### config.mk
export PLATFORM = sky130hd
export DESIGN_NAME = uart_tx_serializer_flat
export DESIGN_NICKNAME = d
export VERILOG_FILES = /design/src/rtl/uart_tx_serializer_if.sv /design/src/rtl/uart_tx_serializer.sv /design/src/flat_wrapper.sv
export SDC_FILE = /design/constraint.sdc
export NUM_CORES = 1
export LEC_CHECK = 0
export ABC_AREA = 1
export ABC_CLOCK_PERIOD_IN_PS = 1700
export CAP_MARGIN = 5
export CORE_MARGIN = 1.5
export CORE_UTILIZATION = 50
export CTS_CLUSTER_DIAMETER = 150
export CTS_CLUSTER_SIZE = 16
export DETAILED_ROUTE_END_ITERATION = 6
export PLACE_DENSITY = 0.72
export SETUP_SLACK_MARGIN = 0.15
export SKIP_LAST_GASP = 1
export SLEW_MARGIN = 40
export SYNTH_ARGS = -nofsm -noshare
export SYNTH_HDL_FRONTEND = slang
export SYNTH_SLANG_ARGS = --single-unit
### constraint.sdc
create_clock -name Clk -period 1.7 [get_ports Clk]
set_input_delay 0.425 -clock Clk [delete_from_list [all_inputs] [get_ports Clk]]
set_output_delay 0.425 -clock Clk [all_outputs]
set_load 0.03 [all_outputs]
### src/rtl/uart_tx_serializer_if.sv
// Parallel-load / serial-line bundle for the UART transmit serializer.
// Master drives the word and load strobe; slave returns status and the line.
interface uart_tx_serializer_if #(
    parameter int DATA_W = 8
);
    logic [DATA_W-1:0] data_in;
    logic              load_in;
    logic              ready_out;
    logic              data_out;
    logic              busy;
    logic              frame_done;

    modport master (
        output data_in, load_in,
        input  ready_out, data_out, busy, frame_done
    );
    modport slave (
        input  data_in, load_in,
        output ready_out, data_out, busy, frame_done
    );
endinterface

### src/rtl/uart_tx_serializer.sv
// UART transmit serializer: start, DATA_W data bits, optional parity,
// 1-2 stop bits, each bit held CLKS_PER_BIT clocks. All outputs registered.
module uart_tx_serializer #(
    parameter int DATA_W       = 8,
    parameter int CLKS_PER_BIT = 16,
    parameter int PARITY_EN    = 0,
    parameter int PARITY_ODD   = 0,
    parameter int STOP_BITS    = 1,
    parameter int LSB_FIRST    = 1
) (
    input logic Clk,
    input logic reset,
    uart_tx_serializer_if.slave bus
);
    localparam int CW = (CLKS_PER_BIT > 1) ? $clog2(CLKS_PER_BIT) : 1;
    localparam int BW = $clog2(DATA_W);
    localparam logic [CW-1:0] LAST_CLK  = CW'(CLKS_PER_BIT - 1);
    localparam logic [BW-1:0] LAST_DATA = BW'(DATA_W - 1);
    localparam logic [BW-1:0] LAST_STOP = BW'(STOP_BITS - 1);

    typedef enum logic [2:0] {
        S_IDLE,
        S_START,
        S_DATA,
        S_PARITY,
        S_STOP
    } state_e;

    state_e            state_q, state_d;
    logic [CW-1:0]     clk_q, clk_d;
    logic [BW-1:0]     bit_q, bit_d;
    logic [DATA_W-1:0] shift_q, shift_d;
    logic              par_q, par_d;
    logic              line_q, line_d;
    logic              done_q, done_d;
    logic              last_clk;

    always_ff @(posedge Clk) begin
        if (reset) begin
            state_q <= S_IDLE;
            clk_q   <= '0;
            bit_q   <= '0;
            shift_q <= '0;
            par_q   <= 1'b0;
            line_q  <= 1'b1;
            done_q  <= 1'b0;
        end else begin
            state_q <= state_d;
            clk_q   <= clk_d;
            bit_q   <= bit_d;
            shift_q <= shift_d;
            par_q   <= par_d;
            line_q  <= line_d;
            done_q  <= done_d;
        end
    end

    always_comb begin
        state_d  = state_q;
        clk_d    = clk_q;
        bit_d    = bit_q;
        shift_d  = shift_q;
        par_d    = par_q;
        last_clk = (clk_q == LAST_CLK);

        if (state_q != S_IDLE) begin
            clk_d = last_clk ? '0 : clk_q + CW'(1);
        end

        unique case (state_q)
            S_IDLE: begin
                if (bus.load_in) begin
                    shift_d = bus.data_in;
                    par_d   = (^bus.data_in) ^ (PARITY_ODD != 0);
                    clk_d   = '0;
                    bit_d   = '0;
                    state_d = S_START;
                end
            end
            S_START: begin
                if (last_clk) begin
                    bit_d   = '0;
                    state_d = S_DATA;
                end
            end
            S_DATA: begin
                if (last_clk) begin
                    shift_d = (LSB_FIRST != 0) ? (shift_q >> 1) : (shift_q << 1);
                    if (bit_q == LAST_DATA) begin
                        bit_d   = '0;
                        state_d = (PARITY_EN != 0) ? S_PARITY : S_STOP;
                    end else begin
                        bit_d = bit_q + BW'(1);
                    end
                end
            end
            S_PARITY: begin
                if (last_clk) begin
                    bit_d   = '0;
                    state_d = S_STOP;
                end
            end
            S_STOP: begin
                if (last_clk) begin
                    if (bit_q == LAST_STOP) begin
                        bit_d   = '0;
                        state_d = S_IDLE;
                    end else begin
                        bit_d = bit_q + BW'(1);
                    end
                end
            end
            default: state_d = S_IDLE;
        endcase

        // Outputs are decoded from next-state values so they land registered.
        unique case (state_d)
            S_START:  line_d = 1'b0;
            S_DATA:   line_d = (LSB_FIRST != 0) ? shift_d[0] : shift_d[DATA_W-1];
            S_PARITY: line_d = par_d;
            default:  line_d = 1'b1;
        endcase
        done_d = (state_d == S_STOP) && (clk_d == LAST_CLK) && (bit_d == LAST_STOP);
    end

    assign bus.ready_out  = (state_q == S_IDLE);
    assign bus.busy       = (state_q != S_IDLE);
    assign bus.data_out   = line_q;
    assign bus.frame_done = done_q;
endmodule

### src/flat_wrapper.sv
// flat-port wrapper written by rule: the top's interface ports become plain ports
module uart_tx_serializer_flat 
#(
    parameter int DATA_W       = 8,
    parameter int CLKS_PER_BIT = 16,
    parameter int PARITY_EN    = 0,
    parameter int PARITY_ODD   = 0,
    parameter int STOP_BITS    = 1,
    parameter int LSB_FIRST    = 1
)
  (Clk, reset, bus_data_in, bus_load_in, bus_ready_out, bus_data_out, bus_busy, bus_frame_done);
  uart_tx_serializer_if #(.DATA_W(DATA_W)) bus_i ();
  input logic Clk;
  input logic reset;
  input wire logic [$bits(bus_i.data_in)-1:0] bus_data_in;
  input wire logic [$bits(bus_i.load_in)-1:0] bus_load_in;
  output wire logic [$bits(bus_i.ready_out)-1:0] bus_ready_out;
  output wire logic [$bits(bus_i.data_out)-1:0] bus_data_out;
  output wire logic [$bits(bus_i.busy)-1:0] bus_busy;
  output wire logic [$bits(bus_i.frame_done)-1:0] bus_frame_done;
  assign bus_i.data_in = bus_data_in;
  assign bus_i.load_in = bus_load_in;
  assign bus_ready_out = bus_i.ready_out;
  assign bus_data_out = bus_i.data_out;
  assign bus_busy = bus_i.busy;
  assign bus_frame_done = bus_i.frame_done;
  uart_tx_serializer #(.DATA_W(DATA_W), .CLKS_PER_BIT(CLKS_PER_BIT), .PARITY_EN(PARITY_EN), .PARITY_ODD(PARITY_ODD), .STOP_BITS(STOP_BITS), .LSB_FIRST(LSB_FIRST)) u_core (.Clk(Clk), .reset(reset), .bus(bus_i));
endmodule
==> results of run 1 <==
routing by layer:
metal  routed length (um)  track usage
met1                 1500        0.286
met2                 1430        0.311
met3                  102       0.0281
met4                   14       0.0732
met5                    0            0
flip-flops by register name, summed over array words and instances (netlist names):
register,cells
u_core.par_q,1
u_core.bus.data_out,1
u_core.state_q,3
u_core.bit_q,3
u_core.shift_q,8
u_core.clk_q,4
u_core.bus.frame_done,1
stage by stage:
| stage | total power (uW) | setup TNS (ps) | util |
|---|---|---|---|
| after detailed placement | 736 | -85.1 | 0.615 |
| after CTS | 981 | 0 | 0.639 |
| after global placement | 732 | 0 | 0.615 |
| after floorplan | 663 | 0 | - |
| after global routing | 1040 | 0 | 0.675 |
| final | 987 | 0 | 0.675 |
area by class of cell:
cell class | instances | area [sq um] | area share
Timing Repair Buffer | 25 | 224 | 0.132
Multi-Input combinational cell | 167 | 862 | 0.506
Inverter | 30 | 115 | 0.0676
Clock buffer | 3 | 22.5 | 0.0132
Tap cell | 30 | 37.5 | 0.0220
Sequential cell | 21 | 437 | 0.256
Clock inverter | 1 | 5.00 | 0.00294
placed cells by master, fill, tap and decap left out, types with 5 or more instances in the layout:
| cell | instances |
|---|---|
| inv_2 | 5 |
| buf_4 | 12 |
| dfxtp_1 | 14 |
| a22oi_1 | 6 |
| nor2_1 | 22 |
| a21oi_1 | 11 |
| clkdlybuf4s50_1 | 8 |
| nand2_2 | 7 |
| nand3_1 | 12 |
| inv_1 | 24 |
| nand2_1 | 83 |
critical path: stages (launching register included):
cell	delay (ps)
dfxtp_4	380
nor2_4	130
nand2_4	80
inv_4	60
buf_6	120
worst max-delay path by stage:
stage                                 end  cells after the start
floorplan             u_core.bus.data_out                      8
global placement      u_core.bus.data_out                     11
detailed placement    u_core.bus.data_out                     11
CTS                         bus_ready_out                      4
global route        u_core.bus.frame_done                     10
finish                      bus_ready_out                      4
timing repair:
action / 4_1_cts / 5_1_grt
pin swaps: 2 / 10
resized for setup: 9 / 17
buffers inserted: 3 / 5
endpoints found under the setup margin: 5 / 4
cells by family (layout without fill, tap and decap cells):
group                    Yosys count  in the layout  share of synthesized area
AO/OA/AOI/OAI                     24             24                      0.102
XOR/XNOR                           1              1                    0.00643
adder cells (fa/ha/maj)            4              4                     0.0367
buffers and inverters             32             59                     0.0882
flip-flops                        21             21                      0.309
AND/OR/NAND/NOR                  138            138                      0.458
power groups by stage:
stage / Sequential, uW / Combinational, uW / Clock [uW]
finish: 522 / 219 / 245
global route: 524 / 248 / 271
CTS: 522 / 211 / 248
detailed placement: 535 / 202 / 0
global placement: 534 / 197 / 0
floorplan: 536 / 126 / 0
==> summary.txt, run 1 <==
Status
  • Outcome: finished, final reports clean

Layout
  • Share of layout cells above drive strength 1: 0.202
  • Layout area overhead: 25.0%
  • Fillers: 230
  • Final std cells w/o fill: 277
  • # nets final: 263
  • Fin area: 1700 sq um
  • # diodes: 0

Power and ir drop
  • Clock power frac: 0.249
  • Pleak: 0.000925 uW
  • Sw power: 294 uW
  • Sequential Power Share: 0.529
  • Pwr Density: 579 nW/um^2
  • P_int: 693 uW
  • Maximum vdd drop: 0.000572 V
  • Switching share of total power: 0.298
  • Comb power frac: 0.222

Logic synthesis
  • Yosys Warn Count: 0
  • Syn Inst Count: 220
  • Ys flop type: dfxtp_1
  • Async set-reset flop share out of synthesis: 0
  • Synth top area share: 0.309
  • Mapped Nets: 235
  • EDFF count, synth: 0
  • Top cells by area, synth: dfxtp_1, nand2_1, inv_1
  • Dominant cell type by area after synthesis: dfxtp_1
  • Post-synthesis sequential area ratio: 0.309
  • Cell area after synthesis: 1360 sq um
  • Count leader, synth: nand2_1
  • Yosys reg bits: 21
  • Synth cell count leaders: nand2_1, inv_1, nor2_1, dfxtp_1, nand3_1
  • Avg Inst Size Synth: 6.19 sq um
  • Netlist cell types: 25

Floorplanning
  • Row Count: 18
  • Die width: 55.2 um
  • Placeable Area: 2520 sq um
  • Num ports: 15
  • Die Y-Extent: 55.2 um
  • Die footprint: 3050 sq um
  • Starting Density: 0.540

Placed design
  • Pre-CTS WS: -56.9 ps
  • Placed Instances: 265
  • # port buffers: 14
  • HPWL after DPL: 2240 um
  • DP Area: 1550 sq um
  • Placer Congestion: 0.773

Timing
  • Worst Tran Pin Value: 403 ps
  • Setup violators final: 0
  • FMAX: 666 MHz
  • Fin worst setup slack: 199 ps
  • Final Hold Vio Count: 0
  • RSZ-0062 raised after global routing: true
  • Post-route clock period utilization: 0.883
  • Max-slew violation count: 0
  • Max transition margin: 0.731
  • Final hold slack: 475 ps
  • Skew final: 6.81 ps
  • Fin crit period: 1500 ps

Setup path
  • R2R cell count: 10
  • Req. time, crit path: 1270 ps
  • Critical path class: flop to output port
  • CP max FO: 4
  • CP arrival: 1080 ps
  • R2R Path End: u_core.bus.frame_done
  • CP endpoint kind: output port
  • Flop2flop setup slack: 260 ps
  • Origin of the worst setup path: u_core.state_q[0]
  • Worst Setup Start Kind: flop
  • Launch point of the worst reg-to-reg path: u_core.clk_q[1]

Clocking
  • Clk Latency, worst-skew pair: 310 ps
  • H-tree Lvls: 1
  • Clock Path Buffers: 2
  • CTS tree: yes
  • Clock transition at path regs: 130 ps
  • CTS hold repair buffers: 0
  • Clock root cell: clkbuf_4
  • Clock sink count: 21
  • CTS Buf Count: 3

Global route
  • Pin count of the biggest net entering global routing: 18
  • Grt ovf: 0
  • GR Util All Layers: 0.201
  • Antenna violations before repair: 0
  • Vias in the first global route: 1237
  • First-pass GRT wire length: 5100 um

Route
  • DRC errors left: 0
  • DR iter-0 viols: 57
  • Via count: 1394
  • Final ANT Viol Nets: 0
  • Avg Vias per Cell: 5.03
  • Pre-Repair DR Iteration Count: 4
  • Final WL: 3040 um
  • Routed length per instance: 11.0 um

Worst hold path
  • Hold path cells: 2
  • Worst Hold Class: flop to flop
  • Hold_sp: u_core.shift_q[5]
  • Worst Hold End: u_core.shift_q[5]

Run
  • Total of max-cap violations: 0
Note: power is estimated with default switching activity, not from simulation.
==> run 2, diff against run 1 <==
- ABC_AREA: 1 -> unset
- PLACE_DENSITY: 0.72 -> 0.73
- SLEW_MARGIN: 40 -> unset
==> summary.txt, run 2 <==
Logic synthesis
  • Post-synthesis sequential area ratio: 0.353
  • Yosys reg bits: 21
  • Cell area after synthesis: 1190 sq um
  • Mapped Nets: 147
  • Synth Area in XOR/XNOR: 0.0515
  • EDFF count, synth: 0
  • Largest family of logic cells by synthesized area: simple AND/OR/NAND/NOR gates
  • Yosys Warn Count: 0
  • Post-synthesis mux area share: 0.0168
  • Netlist cell types: 46
  • Synth cell count leaders: dfxtp_1, nor2_1, xnor2_1
  • Synth Area in Compound Gates: 0.226
  • Top cells by area, synth: dfxtp_1, nor2_1, xnor2_1
  • Synth top area share: 0.353
  • Count leader, synth: dfxtp_1
  • Syn Inst Count: 132
  • Ys flop type: dfxtp_1
  • Dominant cell type by area after synthesis: dfxtp_1
  • Simple-Gate Fraction of Synth Area: 0.230
  • Avg Inst Size Synth: 9.01 sq um
  • Async set-reset flop share out of synthesis: 0
  • Synth Area in Adders: 0.0421

Clocking
  • Clk Latency, worst-skew pair: 320 ps
  • Clock transition at path regs: 130 ps
  • CTS hold repair buffers: 0
  • H-tree Lvls: 1
  • Clock root cell: clkbuf_4
  • CTS Buf Count: 3
  • Clock Path Buffers: 2
  • Clock sink count: 21
  • CTS tree: yes

Run
  • Total of max-cap violations: 0

Setup path
  • CP endpoint kind: flop
  • Worst path cell trace: ha_4 > and3_4 > mux2i_1 > or3_4 > a222oi_1 > nor2_1
  • Largest delay contributor family on the critical path: simple AND/OR/NAND/NOR gates
  • Critical path class: flop to flop
  • CP max FO: 7
  • Req. time, crit path: 1930 ps
  • CP arrival: 1910 ps
  • CP max stage delay: 370 ps
  • Slowest-stage cell, CP: dfxtp_2
  • CP Buf/Inv Count: 0
  • Worst Setup Start Kind: flop

Timing
  • Max-slew violation count: 0
  • Max transition margin: 0.809
  • Setup violators final: 0
  • Post-route clock period utilization: 0.991
  • Fin crit period: 1680 ps
  • Final Hold Vio Count: 0
  • FMAX: 594 MHz
  • Worst Tran Pin Value: 286 ps
  • TNS Setup: 0 ps
  • Skew final: 1.08 ps
  • Final hold slack: 522 ps
  • RSZ-0062 raised after global routing: true

Global route
  • GR Util All Layers: 0.226
  • First-pass GRT wire length: 4460 um
  • Vias in the first global route: 1030
  • Antenna violations before repair: 0
  • Pin count of the biggest net entering global routing: 20
  • Grt ovf: 0

Floorplanning
  • Row Count: 17
  • Die width: 51.8 um
  • Die footprint: 2680 sq um
  • Placeable Area: 2230 sq um
  • Die Y-Extent: 51.8 um
  • Num ports: 15
  • Starting Density: 0.533

Route
  • DR iter-0 viols: 47
  • Final WL: 2840 um
  • Final ANT Viol Nets: 0
  • DRC errors left: 0
  • Pre-Repair DR Iteration Count: 6
  • Routed length per instance: 14.7 um
  • Avg Vias per Cell: 5.91
  • Via count: 1146

Layout
  • # diodes: 0
  • Fin area: 1600 sq um
  • Most frequent cells in the layout: buf_4, nor2_1, dfxtp_1
  • Most common cell after layout, fill and taps aside: buf_4
  • Max reg flops: 8
  • Fillers: 162
  • Biggest regs: u_core.shift_q (8), u_core.clk_q (4)
  • Share of layout cells above drive strength 1: 0.337
  • # nets final: 182
  • Layout area overhead: 34.6%
  • Most flops, register: u_core.shift_q
  • Final std cells w/o fill: 194

Placed design
  • HPWL after DPL: 1990 um
  • Placed Instances: 183
  • Placer Congestion: 0.957
  • # port buffers: 14
  • DP Area: 1450 sq um

Power and ir drop
  • Pleak: 0.000633 uW
  • Pwr Density: 636 nW/um^2
  • Maximum vdd drop: 0.000637 V

Status
  • Outcome: finished, final reports clean

Worst hold path
  • Worst Hold Class: flop to flop
run 2: area by class of cell:
class / instances / area (sq um) / share of cell area
multi-input combinational: 97 / 748 / 0.467
sequential: 21 / 439 / 0.274
timing repair buffer: 39 / 328 / 0.205
tap: 28 / 35.0 / 0.0219
inverter: 5 / 23.8 / 0.0148
clock buffer: 3 / 22.5 / 0.0141
clock inverter: 1 / 5.00 / 0.00312
run 2: report_power, final:
| group | switching [uW] | internal (uW) |
|---|---|---|
| registers | 16.1 | 511 |
| logic | 104 | 118 |
| clock network | 181 | 88.4 |
run 2: layer usage:
metal  routed length [um]  vias to the layer above  global-route usage  part of all wire
met4                   59                        0               0.110             0.021
met5                    0                        -                   0                 0
li1                     -                      561                   -                 -
met1                 1230                      551               0.271              0.43
met3                   76                        7              0.0259             0.027
met2                 1480                       27               0.397              0.52
run 2: stage by stage:
step	worst slack (ps)	total power [uW]	utilization
after floorplan	4.58	669	-
after global placement	-278	740	0.649
after detailed placement	-328	746	0.649
after CTS	30.6	1000	0.694
after global routing	-72.4	1060	0.717
final	15.4	1020	0.717
run 2: worst reg2reg max path: stages, from the launching register on:
cell and delay [ps]:
dfxtp_2 370, ha_4 160, and3_4 180, mux2i_1 60
or3_4 370, a222oi_1 360, nor2_1 80
run 2: logic make-up after synthesis:
kind of cell    count (synthesis)
mux                             2
xor+xnor                        7
simple gates                   49
fa+ha+maj                       4
flops                          21
buf+inv                        14
compound gates                 35
run 2: what timing repair did:
item / in CTS / in global routing
buffers inserted: 4 / 3
pin swaps: 8 / 5
resized for setup: 16 / 7
setup endpoints to repair: 14 / 15
run 2: path summary, 6_finish.rpt:
| check | startpoint | to | slack [ps] | depth (start not counted) |
|---|---|---|---|---|
| setup / recovery | u_core.clk_q[1] | u_core.shift_q[2] | 20 | 6 |
| hold / removal | u_core.shift_q[2] | u_core.shift_q[1] | 520 | 2 |
| setup reg to reg | u_core.clk_q[1] | u_core.shift_q[2] | 20 | 6 |
| hold reg to reg | u_core.shift_q[2] | u_core.shift_q[1] | 520 | 2 |
